===== config.mk =====
export PLATFORM = sky130hd
export DESIGN_NAME = agu_sched_flat
export DESIGN_NICKNAME = d
export VERILOG_FILES = /design/src/rtl/agu_sched_if.sv /design/src/rtl/agu_sched.sv /design/src/flat_wrapper.sv
export SDC_FILE = /design/constraint.sdc
export NUM_CORES = 1
export LEC_CHECK = 0
export CORE_ASPECT_RATIO = 1.1
export CORE_MARGIN = 2
export CORE_UTILIZATION = 38
export DETAILED_ROUTE_END_ITERATION = 7
export GPL_ROUTABILITY_DRIVEN = 1
export PLACE_DENSITY_LB_ADDON = 0.1
export SLEW_MARGIN = 0
export SYNTH_ARGS = -nofsm -noshare
export SYNTH_HDL_FRONTEND = slang
export SYNTH_SLANG_ARGS = --single-unit
export TNS_END_PERCENT = 5

===== constraint.sdc =====
create_clock -name clk -period 3.5 [get_ports clk]
set_input_delay 0.7 -clock clk [delete_from_list [all_inputs] [get_ports clk]]
set_output_delay 0.7 -clock clk [all_outputs]
set_load 0.01 [all_outputs]

===== src/rtl/agu_sched_if.sv =====
// agu_sched_if: requester, flush and result signals of the shared address adder
interface agu_sched_if #(parameter int TAG_W = 4);
  logic flush;
  logic ctl_valid, ctl_ready, ctl_use_reg;
  logic [31:0] ctl_pc, ctl_rs1, ctl_imm;
  logic [TAG_W-1:0] ctl_tag;
  logic mem_valid, mem_ready;
  logic [31:0] mem_rs1, mem_imm;
  logic [1:0] mem_size;
  logic [TAG_W-1:0] mem_tag;
  logic out_valid, out_ready, out_src, out_misalign;
  logic [31:0] out_addr;
  logic [TAG_W-1:0] out_tag;
  modport master (
    output flush, ctl_valid, ctl_use_reg, ctl_pc, ctl_rs1, ctl_imm, ctl_tag,
           mem_valid, mem_rs1, mem_imm, mem_size, mem_tag, out_ready,
    input  ctl_ready, mem_ready, out_valid, out_addr, out_src, out_tag, out_misalign
  );
  modport slave (
    input  flush, ctl_valid, ctl_use_reg, ctl_pc, ctl_rs1, ctl_imm, ctl_tag,
           mem_valid, mem_rs1, mem_imm, mem_size, mem_tag, out_ready,
    output ctl_ready, mem_ready, out_valid, out_addr, out_src, out_tag, out_misalign
  );
endinterface


===== src/rtl/agu_sched.sv =====
// agu_sched: arbitrates CTL/MEM requests onto one 32-bit adder, registers address and misalign flag
module agu_sched #(
  parameter int STARVE_LIMIT = 3,
  parameter int TAG_W        = 4,
  parameter int IALIGN       = 4
) (
  input logic        clk,
  input logic        reset_n,
  agu_sched_if.slave bus
);
  localparam int CW = $clog2(STARVE_LIMIT + 1);
  localparam logic [CW-1:0] LIM = CW'(STARVE_LIMIT);
  localparam logic [31:0] AMASK = 32'(IALIGN - 1);
  logic [CW-1:0] starve_cnt;
  logic accept, grant_ctl, grant_mem, jalr, misalign;
  logic [31:0] base, off, sum, addr;
  always_comb begin
    accept    = !bus.flush && (!bus.out_valid || bus.out_ready);
    grant_mem = accept && bus.mem_valid && (!bus.ctl_valid || starve_cnt == LIM);
    grant_ctl = accept && bus.ctl_valid && !grant_mem;
    jalr      = !grant_mem && bus.ctl_use_reg;
    base      = grant_mem ? bus.mem_rs1 : (bus.ctl_use_reg ? bus.ctl_rs1 : bus.ctl_pc);
    off       = grant_mem ? bus.mem_imm : bus.ctl_imm;
    sum       = base + off;
    addr      = jalr ? {sum[31:1], 1'b0} : sum;
    misalign  = !grant_mem ? ((addr & AMASK) != 32'd0) :
                bus.mem_size == 2'd0 ? 1'b0 :
                bus.mem_size == 2'd1 ? addr[0] : (addr[1:0] != 2'd0);
  end
  assign bus.ctl_ready = grant_ctl;
  assign bus.mem_ready = grant_mem;
  // Count resets whenever MEM is not actually waiting, so it only measures a live starvation run
  always_ff @(posedge clk or negedge reset_n) begin
    if (!reset_n) starve_cnt <= '0;
    else if (bus.flush || !bus.mem_valid || grant_mem) starve_cnt <= '0;
    else if (grant_ctl && starve_cnt != LIM) starve_cnt <= starve_cnt + 1'b1;
  end
  always_ff @(posedge clk or negedge reset_n) begin
    if (!reset_n) begin
      bus.out_valid    <= 1'b0;
      bus.out_addr     <= '0;
      bus.out_src      <= 1'b0;
      bus.out_tag      <= '0;
      bus.out_misalign <= 1'b0;
    end else if (bus.flush) begin
      bus.out_valid <= 1'b0;
    end else if (grant_ctl || grant_mem) begin
      bus.out_valid    <= 1'b1;
      bus.out_addr     <= addr;
      bus.out_src      <= grant_mem;
      bus.out_tag      <= grant_mem ? bus.mem_tag : bus.ctl_tag;
      bus.out_misalign <= misalign;
    end else if (accept) begin
      bus.out_valid <= 1'b0;
    end
  end
endmodule


===== src/flat_wrapper.sv =====
// flat-port wrapper written by rule: the top's interface ports become plain ports
module agu_sched_flat 
#(
  parameter int STARVE_LIMIT = 3,
  parameter int TAG_W        = 4,
  parameter int IALIGN       = 4
)
  (clk, reset_n, bus_flush, bus_ctl_valid, bus_ctl_use_reg, bus_ctl_pc, bus_ctl_rs1, bus_ctl_imm, bus_ctl_tag, bus_mem_valid, bus_mem_rs1, bus_mem_imm, bus_mem_size, bus_mem_tag, bus_out_ready, bus_ctl_ready, bus_mem_ready, bus_out_valid, bus_out_addr, bus_out_src, bus_out_tag, bus_out_misalign);
  agu_sched_if #(.TAG_W(TAG_W)) bus_i ();
  input logic clk;
  input logic reset_n;
  input wire logic [$bits(bus_i.flush)-1:0] bus_flush;
  input wire logic [$bits(bus_i.ctl_valid)-1:0] bus_ctl_valid;
  input wire logic [$bits(bus_i.ctl_use_reg)-1:0] bus_ctl_use_reg;
  input wire logic [$bits(bus_i.ctl_pc)-1:0] bus_ctl_pc;
  input wire logic [$bits(bus_i.ctl_rs1)-1:0] bus_ctl_rs1;
  input wire logic [$bits(bus_i.ctl_imm)-1:0] bus_ctl_imm;
  input wire logic [$bits(bus_i.ctl_tag)-1:0] bus_ctl_tag;
  input wire logic [$bits(bus_i.mem_valid)-1:0] bus_mem_valid;
  input wire logic [$bits(bus_i.mem_rs1)-1:0] bus_mem_rs1;
  input wire logic [$bits(bus_i.mem_imm)-1:0] bus_mem_imm;
  input wire logic [$bits(bus_i.mem_size)-1:0] bus_mem_size;
  input wire logic [$bits(bus_i.mem_tag)-1:0] bus_mem_tag;
  input wire logic [$bits(bus_i.out_ready)-1:0] bus_out_ready;
  output wire logic [$bits(bus_i.ctl_ready)-1:0] bus_ctl_ready;
  output wire logic [$bits(bus_i.mem_ready)-1:0] bus_mem_ready;
  output wire logic [$bits(bus_i.out_valid)-1:0] bus_out_valid;
  output wire logic [$bits(bus_i.out_addr)-1:0] bus_out_addr;
  output wire logic [$bits(bus_i.out_src)-1:0] bus_out_src;
  output wire logic [$bits(bus_i.out_tag)-1:0] bus_out_tag;
  output wire logic [$bits(bus_i.out_misalign)-1:0] bus_out_misalign;
  assign bus_i.flush = bus_flush;
  assign bus_i.ctl_valid = bus_ctl_valid;
  assign bus_i.ctl_use_reg = bus_ctl_use_reg;
  assign bus_i.ctl_pc = bus_ctl_pc;
  assign bus_i.ctl_rs1 = bus_ctl_rs1;
  assign bus_i.ctl_imm = bus_ctl_imm;
  assign bus_i.ctl_tag = bus_ctl_tag;
  assign bus_i.mem_valid = bus_mem_valid;
  assign bus_i.mem_rs1 = bus_mem_rs1;
  assign bus_i.mem_imm = bus_mem_imm;
  assign bus_i.mem_size = bus_mem_size;
  assign bus_i.mem_tag = bus_mem_tag;
  assign bus_i.out_ready = bus_out_ready;
  assign bus_ctl_ready = bus_i.ctl_ready;
  assign bus_mem_ready = bus_i.mem_ready;
  assign bus_out_valid = bus_i.out_valid;
  assign bus_out_addr = bus_i.out_addr;
  assign bus_out_src = bus_i.out_src;
  assign bus_out_tag = bus_i.out_tag;
  assign bus_out_misalign = bus_i.out_misalign;
  agu_sched #(.STARVE_LIMIT(STARVE_LIMIT), .TAG_W(TAG_W), .IALIGN(IALIGN)) u_core (.clk(clk), .reset_n(reset_n), .bus(bus_i));
endmodule

==> results.txt <==
Status -> complete, no violations
Final min period -> 3410 ps
Layer with the highest usage -> met2
Inserted Diodes -> 0
Pin count of the biggest net entering global routing -> 42
Mapped Area -> 4430 um^2
DRT iter0 DRCs -> 283
Main synth FF type -> dfrtp_1
Total Power -> 3.17 mW
Clk sinks -> 41
Fillers -> 883
Initial antenna violation count -> 0
Site row count -> 41
Clock Tree Root -> clkbuf_16
Initial Utilization -> 0.387
P_leak -> 3.72 nW
Fin crit share -> 0.975
Die Ht -> 117 um
Routed Antenna Nets -> 0
Syn Inst Count -> 625
Clock Skew -> 5.74 ps
Routed wire length -> 19.5 mm
Num CTS Buffers -> 5
CTS tree -> built
Setup TNS -> 0 ps
Area Growth Syn to Fin -> 91.0%
Req. time, crit path -> 3680 ps
Worst slew pin tran -> 1010 ps
Met1 GRT Util -> 0.334
Worst slew margin -> 0.329
Die area -> 12500 um^2
Hold/Removal Path Class -> reg -> reg
Drc violations -> 0
Final Max Slew Viols -> 0
Most frequent cells in the layout -> clkdlybuf4s50_1 (211), nand2_1 (178), buf_4 (125)
Cell variety after synth -> 58
# Max-Cap Violations -> 0
Final net count -> 1166
First-pass GRT wire length -> 29.2 mm
Vias -> 5874
Commonest non-fill, non-tap cell in the layout -> clkdlybuf4s50_1
Fmax -> 0.293 GHz
Mapped Nets -> 835
Reg clk slew, reported paths -> 60 ps
# hold bufs at CTS -> 0
CP Max Fanout -> 5
Worst-skew pair later-pin latency -> 290 ps
#FFs+latches synth -> 41
Mapped Avg Cell Area -> 7.09 um^2
CP Launch Type -> input pin
Vias in the first global route -> 5937
CP Capture Type -> register
Total global-route track usage -> 0.298
WL per Instance -> 17.6 um
Num ports -> 218
Final setup violating endpoints -> 0
Seq/Total Area, Yosys -> 0.232
Yosys warns -> 0
Asr flop ratio synth -> 1.00
Post-synth top area share -> 0.232
Congestion Overflow GR -> 0
Overall die width -> 107 um
Hpwl dp -> 14.9 mm
GRT met3 Usage -> 0.0421
# H-tree levels -> 2
Largest cells by area after synthesis -> dfrtp_1 (23%), nand2_1 (16%), ha_1 (9.0%)
First-pass DRT Iterations -> 5
Clk buf depth -> 2
Final hold violation count -> 0
Yosys top cell by area -> dfrtp_1
CORE AREA -> 11400 um^2
Pwr dens -> 375 nW/um^2
Worst path arrival time -> 3590 ps
Kind of critical path -> in -> reg
IO buf count -> 217
Post-synth EDFFs -> 0
RD Place Congestion -> 0.942
Layout cells sized above 1 -> 0.228
Maximum vdd ir drop -> 0.200 mV
Grt met2 use -> 0.567
Vias per Instance -> 5.31
## final timing paths
kind,slack (ps),endpoint,startpoint,depth (start not counted)
setup / recovery,90,u_core.bus.out_addr[26],bus_flush,16
hold / removal,470,u_core.bus.out_addr[1],u_core.bus.out_addr[1],2
setup reg to reg,130,u_core.bus.out_addr[26],u_core.starve_cnt[0],16
hold reg to reg,470,u_core.bus.out_addr[1],u_core.bus.out_addr[1],2
max in group asynchronous,2290,u_core.bus.out_addr[15],reset_n,1
min in group asynchronous,570,u_core.bus.out_addr[1],reset_n,1
## cell type report
type	instances	area [um^2]	area share
tap	150	188	0.0222
multi-input combinational	541	3640	0.430
clock buffer	7	143	0.0169
timing repair buffer	356	3380	0.400
inverter	11	53.8	0.00636
clock inverter	1	30.0	0.00355
sequential	41	1030	0.121
## per-layer routing
| metal | routed length, um | up-vias |
|---|---|---|
| met5 | 0 | - |
| met4 | 686 | 0 |
| met3 | 1050 | 41 |
| met2 | 10200 | 213 |
| met1 | 7620 | 2733 |
| li1 | - | 2887 |
## timing repair
action                     in CTS  in global routing
setup endpoints to repair      13                 22
pin swaps                      18                 32
setup buffers                   9                 13
resized for setup              44                 57
cloned                          3                  0
## report_power, final
group	internal, mW	switching (mW)	total [mW]
combinational	1.04	0.872	1.91
clock	0.357	0.206	0.563
sequential	0.613	0.0812	0.694
## synthesized netlist by cell type (all sizes together), types with 3 or more instances
| cell | instances |
|---|---|
| nand2 | 184 |
| o21ai | 70 |
| a21oi | 51 |
| dfrtp | 41 |
| mux2i | 39 |
| nor2 | 35 |
| ha | 32 |
| clkbuf | 26 |
| nor3 | 14 |
| inv | 11 |
| xor2 | 11 |
| nand4 | 8 |
| o211ai | 8 |
| o21bai | 8 |
| a211oi | 7 |
| xnor2 | 7 |
| and3 | 6 |
| buf | 6 |
| nand3 | 6 |
| a21o | 5 |
| and2 | 4 |
| nor3b | 4 |
| o31ai | 4 |
| a31oi | 3 |
| nand2b | 3 |
| nor4 | 3 |
| or3 | 3 |
## stage by stage
| step | instance area (um^2) | util | hold slack, ps | instances | setup slack (ps) |
|---|---|---|---|---|---|
| 2_1_floorplan | 4460 | - | 404 | 625 | -52.8 |
| 3_3_place_gp | 7620 | 0.666 | 457 | 1074 | -479 |
| 3_5_place_dp | 7620 | 0.666 | 466 | 1074 | -562 |
| 4_1_cts | 8110 | 0.709 | 480 | 1094 | -31.5 |
| 5_1_grt | 8460 | 0.740 | 500 | 1107 | -29.7 |
| 6_report | 8460 | 0.740 | 474 | 1107 | 88.0 |
## state kept, by name, summed over array words and instances (netlist names)
| name | count |
|---|---|
| u_core.bus.out_addr | 32 |
| u_core.bus.out_misalign | 1 |
| u_core.bus.out_src | 1 |
| u_core.bus.out_tag | 4 |
| u_core.bus.out_valid | 1 |
| u_core.starve_cnt | 2 |
## critical path: stages
cell,delay (ps)
dlygate4sd2_1,270
nor2b_4,150
nand3_4,130
buf_8,160
buf_6,120
nand2_4,60
nand2_4,50
ha_4,160
fa_2,380
a211oi_4,300
o21ai_4,120
a31o_4,280
a21oi_4,170
o21ba_4,200
nor4_4,50
a221o_1,280
## cell families after synthesis
group	synth area share
muxes	0.0881
DFF	0.232
adders and majority gates	0.0949
xor gates and xnor gates	0.0356
and+or+nand+nor	0.262
buffers and inverters	0.0378
AOI/OAI and AO/OA	0.250
(Power assumes the default switching activity.)
==> variant, RTL diff (same flow settings) <==
`TAG_W` is set to 4 in 3 places; all go to 6.
--- a/src/rtl/agu_sched_if.sv
+++ b/src/rtl/agu_sched_if.sv
@@ -1,5 +1,5 @@
 // agu_sched_if: requester, flush and result signals of the shared address adder
-interface agu_sched_if #(parameter int TAG_W = 4);
+interface agu_sched_if #(parameter int TAG_W = 6);
   logic flush;
   logic ctl_valid, ctl_ready, ctl_use_reg;
   logic [31:0] ctl_pc, ctl_rs1, ctl_imm;
--- a/src/rtl/agu_sched.sv
+++ b/src/rtl/agu_sched.sv
@@ -1,7 +1,7 @@
 // agu_sched: arbitrates CTL/MEM requests onto one 32-bit adder, registers address and misalign flag
 module agu_sched #(
   parameter int STARVE_LIMIT = 3,
-  parameter int TAG_W        = 4,
+  parameter int TAG_W        = 6,
   parameter int IALIGN       = 4
 ) (
   input logic        clk,
--- a/src/flat_wrapper.sv
+++ b/src/flat_wrapper.sv
@@ -2,7 +2,7 @@
 module agu_sched_flat 
 #(
   parameter int STARVE_LIMIT = 3,
-  parameter int TAG_W        = 4,
+  parameter int TAG_W        = 6,
   parameter int IALIGN       = 4
 )
   (clk, reset_n, bus_flush, bus_ctl_valid, bus_ctl_use_reg, bus_ctl_pc, bus_ctl_rs1, bus_ctl_imm, bus_ctl_tag, bus_mem_valid, bus_mem_rs1, bus_mem_imm, bus_mem_size, bus_mem_tag, bus_out_ready, bus_ctl_ready, bus_mem_ready, bus_out_valid, bus_out_addr, bus_out_src, bus_out_tag, bus_out_misalign);
Ports: changed (resized bus_ctl_tag, bus_mem_tag and bus_out_tag); port bits go from 218 to 224. The function was not compared with the original's and may differ.
==> variant against the original RTL <==
- the run now ends with negative setup slack left
- critical endpoint is now u_core.bus.out_addr[14]$_DFFE_PN0P_
- area after synthesis grew 2.1%
- setup slack worse by 0.12 ns
- fmax down 3.5%
- clock skew down 0.0019 ns
- wire length fell by 7.4%
- cell area decreased by 0.35%
- power shrank 3.8%
- sequential cell count grew 2
- largest cell class unchanged
- global-route usage shrank 3.8 points
==> variant: results (changes against the original RTL) <==
The static leakage came out at 3.666 nW (-1.6%). The wire length of the first global-routing pass came out at 26520 um (-9.2%). The post-placement cell count came out at 1003 (-6.6%).

The worst reg-to-reg path cell count was 14 (-2). The peak ir drop on the vdd network came out at 268.9 uV (+34%). For hold timing, the worst endpoint is u_core.bus.out_addr[12]$_DFFE_PN0P_. The maximum clock skew at final layout was 0.003876 ns (-0.001861 ns). The final weighted congestion in routability-driven placement came out at 0.9448 (+0.27%). The delay of the slowest critical-path stage was 0.41 ns (+0.03 ns).

The via count of the first global-routing pass was 5647 (-4.9%). The setup violation total in the final timing report came out at 3 (+3). The measured slew at the worst slew-check pin came to 0.9540 ns (-0.05205 ns). The worst path setup slack after routing is -0.03558 ns (-0.1236 ns).

The share of cells above drive strength 1 came out at 0.2782 (+0.05036). The flow ran to the end, but the final reports show violations. After synthesis, the most frequently instantiated cells are sky130_fd_sc_hd__nand2_1 (93), sky130_fd_sc_hd__o21ai_0 (61), sky130_fd_sc_hd__dfrtp_1 (43). The number of filler cells placed in the layout is 888 (+0.57%). The net count after synthesis came out at 765 (-8.4%).

The power in the clock group came to 0.000549 W (-2%). The checks that failed: negative setup slack. The startpoint identified for the worst register-to-register timing path is u_core.starve_cnt[1]$_DFFE_PN0P_. The data arrival time of the worst path is 3.69 ns (+0.10 ns).

The sequential fraction of the synthesis area is 0.2378 (+0.006259). In this run the worst setup path terminates at u_core.bus.out_addr[14]$_DFFE_PN0P_. The combinational fraction of design power came out at 0.589 (-0.015).

The final sum of negative setup slack is -0.04339 ns (-0.04339 ns). The net switching power of the design is 0.001067 W (-8.0%). The detailed-router iteration count before antenna repair is 4 (-1). The layout net count is 1101 (-5.6%). The post-CTS resize count came out at 34 (-23%).
-- variant: area by class of cell --
class	instances	area (um2)	area share
Tap cell	150	187.7	0.02225
Multi-Input combinational cell	470	3635	0.4309
Clock buffer	6	138.9	0.01647
Inverter	8	30.03	0.003560
Clock inverter	2	35.03	0.004154
Timing Repair Buffer	359	3332	0.3950
Sequential cell	43	1076	0.1276
-- variant: cell families (layout without fill, tap and decap cells) --
| group | Yosys count | in the layout | share of synthesized area |
|---|---|---|---|
| and+or+nand+nor | 162 | 164 | 0.1607 |
| muxes | 71 | 71 | 0.1657 |
| DFF | 43 | 43 | 0.2378 |
| AOI/OAI and AO/OA | 175 | 175 | 0.2475 |
| xor gates and xnor gates | 27 | 27 | 0.05227 |
| adders and majority gates | 33 | 33 | 0.09292 |
| buffers and inverters | 40 | 375 | 0.04314 |
-- variant: metal layers --
layer,vias up,GRT usage,wire length (um)
li1,2701,-,-
met2,156,0.5385,10340
met5,-,0,0
met3,41,0.03034,611
met4,0,0.07452,554
met1,2594,0.2612,6560
